`src/rtl/vec_pkg.sv`:
```
// Shared definitions for the vector store path: lane geometry, the
// vector container type and the serializer state encoding.
package vec_pkg;

    localparam int LANES  = 16;
    localparam int WIDTH  = 16;
    localparam int ADDR_W = 32;
    localparam int STEP   = WIDTH / 8;

    typedef logic [LANES-1:0][WIDTH-1:0] vector_t;

    typedef enum logic [1:0] {
        IDLE  = 2'd0,
        STORE = 2'd1,
        DONE  = 2'd2
    } st_t;

endpackage : vec_pkg

```
`src/rtl/vec_store_serializer.sv`:
```
// Vector store serializer: captures one ALU result vector with its base
// address and lane count, then writes the active lanes to scalar memory
// one per cycle, stalling on mem_ready, and pulses done when finished.
// All outputs are decoded from registered state only.
module vec_store_serializer
    import vec_pkg::*;
#(
    parameter int LANES  = vec_pkg::LANES,
    parameter int WIDTH  = vec_pkg::WIDTH,
    parameter int ADDR_W = vec_pkg::ADDR_W,
    parameter int STEP   = WIDTH / 8
) (
    input  logic                              clk,
    input  logic                              reset,
    input  logic                              in_valid,
    output logic                              in_ready,
    input  logic [LANES-1:0][WIDTH-1:0]       in_data,
    input  logic [ADDR_W-1:0]                 in_base,
    input  logic [$clog2(LANES):0]            in_vlen,
    output logic                              mem_we,
    output logic [ADDR_W-1:0]                 mem_addr,
    output logic [WIDTH-1:0]                  mem_wdata,
    input  logic                              mem_ready,
    output logic                              busy,
    output logic                              done
);

    localparam int IDX_W  = (LANES > 1) ? $clog2(LANES) : 1;
    localparam int VLEN_W = $clog2(LANES) + 1;

    st_t                          state_q;
    st_t                          state_d;
    logic [IDX_W-1:0]             idx_q;
    logic [VLEN_W-1:0]            vlen_q;
    logic [ADDR_W-1:0]            base_q;
    logic [LANES-1:0][WIDTH-1:0]  buf_q;

    logic                         accept;
    logic                         last_lane;
    logic [VLEN_W-1:0]            vlen_clamped;

    // Handshake, clamp and last-lane decode shared by the FSM and datapath
    always_comb begin
        accept       = (state_q == IDLE) && in_valid;
        vlen_clamped = (in_vlen > VLEN_W'(LANES)) ? VLEN_W'(LANES) : in_vlen;
        last_lane    = ({1'b0, idx_q} == (vlen_q - VLEN_W'(1)));
    end

    // State register; reset aborts any store in progress immediately
    always_ff @(posedge clk or negedge reset) begin
        if (!reset) begin
            state_q <= IDLE;
        end else begin
            state_q <= state_d;
        end
    end

    // Next-state logic: an empty vector skips straight to the done pulse
    always_comb begin
        state_d = state_q;
        case (state_q)
            IDLE: begin
                if (accept) begin
                    state_d = (vlen_clamped == '0) ? DONE : STORE;
                end
            end
            STORE: begin
                if (mem_ready && last_lane) begin
                    state_d = DONE;
                end
            end
            DONE: begin
                state_d = IDLE;
            end
            default: begin
                state_d = IDLE;
            end
        endcase
    end

    // Capture the vector on accept and step the lane index on each accepted write
    always_ff @(posedge clk or negedge reset) begin
        if (!reset) begin
            idx_q  <= '0;
            vlen_q <= '0;
            base_q <= '0;
            buf_q  <= '0;
        end else if (accept) begin
            idx_q  <= '0;
            vlen_q <= vlen_clamped;
            base_q <= in_base;
            buf_q  <= in_data;
        end else if ((state_q == STORE) && mem_ready && !last_lane) begin
            idx_q  <= idx_q + IDX_W'(1);
        end
    end

    // Moore output decode; address and data are held while memory stalls
    always_comb begin
        in_ready  = (state_q == IDLE);
        busy      = (state_q != IDLE);
        done      = (state_q == DONE);
        mem_we    = 1'b0;
        mem_addr  = '0;
        mem_wdata = '0;
        if (state_q == STORE) begin
            mem_we    = 1'b1;
            mem_addr  = base_q + (ADDR_W'(idx_q) * ADDR_W'(STEP));
            mem_wdata = buf_q[idx_q];
        end
    end

endmodule : vec_store_serializer

```
`config.mk`:
```
export PLATFORM = sky130hd
export DESIGN_NAME = vec_store_serializer
export DESIGN_NICKNAME = d
export VERILOG_FILES = /design/src/rtl/vec_pkg.sv /design/src/rtl/vec_store_serializer.sv
export SDC_FILE = /design/constraint.sdc
export NUM_CORES = 1
export LEC_CHECK = 0
export ABC_AREA = 1
export BUFFER_PORTS_ARGS = -buffer_cell sky130_fd_sc_hd__buf_2
export CORE_MARGIN = 5
export CORE_UTILIZATION = 55
export DETAILED_ROUTE_END_ITERATION = 7
export GPL_ROUTABILITY_DRIVEN = 1
export PLACE_DENSITY = 0.81
export SETUP_SLACK_MARGIN = 0.4
export SLEW_MARGIN = 20
export SYNTH_ARGS = -nofsm -noshare
export SYNTH_HDL_FRONTEND = slang
export SYNTH_SLANG_ARGS = --single-unit
```
`constraint.sdc`:
```
create_clock -name clk -period 2.7 [get_ports clk]
set_clock_uncertainty 0.05 [all_clocks]
set_input_delay 0.54 -clock clk [delete_from_list [all_inputs] [get_ports clk]]
set_output_delay 0.54 -clock clk [all_outputs]
set_load 0.05 [all_outputs]
```
==> qor.txt <==
Synthesized area per cell - 7.216 um^2
Initial DRC Count - 2132
Die area - 30610 um^2
Syn Nets - 2378
Layout cell share with drive strength beyond 1 - 27.03%
Post-route ant nets - 0
Synth async-reset ratio - 100.0%
Initial antenna violation count - 4
Worst Setup End Kind - primary output
VDD IR max - 966.1 uV
Filler cell count - 1904
Final hold vios - 0
Minimum clock period - 3.195 ns
Critical Path Start Type - flip-flop
EDFF count, synth - 0
CTS tree - built
Largest net degree at the start of global routing - 99
Final worst slack - -0.4946 ns
Share of the synthesized area in the top cell type - 49.99%
Half-perimeter wire length after placement - 35.79 mm
PwrDens - 1295 nW/um^2
Met3 Use GR - 5.842%
Reg clk slew, reported paths - 0.06 ns
Vias in the first global route - 15.54k
Unrepaired setup endpoints after global routing - true
Worst-Margin Slew - 0.6336 ns
Core Rows - 60
Leading area contributor after synthesis - dfrtp_1
Final Setup Violations - 46
Crit share post-route - 118.3%
Num CTS Buffers - 31
Via count - 16.03k
Mapped Area - 14970 um^2
Total track usage - 33.37%
Setup slack at placement - 0.007088 ns
Design area - 20470 um^2
CP required - 2.11 ns
Htree depth - 1
First-pass GRT wire length - 81.79 mm
Pleak - 10.50 nW
Synth Register Bits - 299
Failing checks - setup timing
Via density - 5.738
Seq/Total Area, Yosys - 49.99%
Met1 Use GR - 43.93%
Area Overhead vs Synth - 36.74%
Router iterations before antenna repair - 6
Setup TNS - -14.11 ns
Longest Clk Path Bufs - 3
Synth area leaders - dfrtp_1 50%, nand2_1 23%, nor2_1 6.9%
Met2 Use GR - 55.50%
Boundary Pins - 349
Primary FF master, synth - dfrtp_1
Commonest non-fill, non-tap cells in the layout - 881 x nand2_1, 297 x buf_2, 295 x dfrtp_1
PortBufs - 348
Tot Pwr - 26.51 mW
Worst skew pair latency - 0.57 ns
Initial Util - 55.69%
Most common cell after layout, fill and taps aside - nand2_1
Number of cells produced by synthesis - 2074
Synth warnings - 0
Fmax achieved - 313.0 MHz
CP max FO - 12
CP Class - reg -> out
Final wirelength - 56.76 mm
CTS Root Cell - clkbuf_16
Max-cap violation count - 0
Register area - 7492 um^2
Crit path DAT - 2.60 ns
Pins over their slew limit - 0
RePlAce Congestion - 0.9063
Routed WL per cell - 20.32 um
# clock sinks - 299
Multi-input logic area - 7626 um^2
Layer with the highest usage - met2
Cell area after placement - 17660 um^2
Die height - 175.0 um
Outcome - finished with violations
Hold Path Class - in -> reg
Net count reported at finish - 2729
GRT overflow - 0
Core area - 26880 um^2
Cell variety after synth - 31
Slew HR - 57.76%
DIE WIDTH - 175.0 um
Residual DRC count - 0
[per-layer routing]
layer / wire length, um / vias to the layer above
met5: 10 / -
met4: 3466 / 2
met3: 6057 / 253
met2: 26650 / 1067
met1: 20580 / 7473
li1: - / 7230
[synthesized netlist by cell type, types with 3 or more instances]
cell,n
o21ai_1,23
a31oi_1,3
clkbuf_1,44
inv_1,78
o211ai_1,28
buf_2,62
nand3_1,85
nor3_1,9
buf_4,5
nand2_1,906
nand2_2,3
a21oi_1,50
dfrtp_1,299
ha_1,6
o21ai_0,162
buf_1,5
nor2_1,275
nand4_1,8
buf_6,5
xor2_1,3
[sequential cells by signal, summed over array words and instances (netlist names)]
| name | count |
|---|---|
| buf_q | 256 |
| base_q | 32 |
| idx_q | 4 |
| vlen_q | 5 |
| state_q | 2 |
[through the flow]
step | hold slack [ns] | utilization, % | std cells
6_report | 0.09546 | 76.15 | 2793
5_1_grt | 0.09941 | 76.14 | 2792
4_1_cts | 0.08159 | 72.42 | 2761
3_5_place_dp | 0.4102 | 65.70 | 2687
3_3_place_gp | 0.4064 | 65.70 | 2687
2_1_floorplan | 0.1944 | - | 2074
[critical path, stage by stage, from the launching register on]
cell,delay [ns]
dfrtp_4,0.54
buf_12,0.19
inv_8,0.11
buf_12,0.11
clkbuf_16,0.16
nor2_1,0.06
o211ai_1,0.28
nand3_1,0.20
a21oi_4,0.19
buf_6,0.18
[final cells by class]
type	instances	area share (%)
diodes	3	0.03668
well taps	341	2.085
repair inverters	1	0.05502
clock buffers	46	4.359
clock inverters	11	0.4769
flip-flops and latches	299	36.61
inverters	82	1.730
multi-input cells	1572	37.26
repair buffers	438	17.39
[power by group]
part	switching, mW	total (mW)	internal (mW)
registers	1.50	8.12	6.63
clock network	1.85	4.23	2.38
logic	8.90	14.2	5.25
total	12.3	26.5	14.3
[what timing repair did]
item	in CTS	in global routing
hold buffers	1	0
setup endpoints to repair	48	98
resized for setup	159	149
cloned	8	14
pin swaps	34	55
buffers inserted	8	15
hold endpoints to repair	59	0
[final timing paths]
path	from	end	slack, ns	depth (start not counted)
worst max register to register	idx_q[0]	idx_q[0]	0.57	12
worst min-delay path	in_data[170]	buf_q[170]	0.1	3
worst min register to register	buf_q[19]	buf_q[19]	0.43	2
max in group asynchronous	reset	idx_q[0]	1.31	3
min in group asynchronous	reset	buf_q[211]	0.47	2
worst max-delay path	idx_q[0]	mem_wdata[14]	-0.49	9
[kinds of logic after synthesis]
kind of cell | share of synthesized area [%]
buffers and inverters | 6.086
adder cells (fa/ha/maj) | 0.6353
AND/OR/NAND/NOR | 33.31
flip-flops | 49.99
XOR/XNOR | 0.2341
AO/OA/AOI/OAI | 9.739
Power figures use the tool's default switching activity.
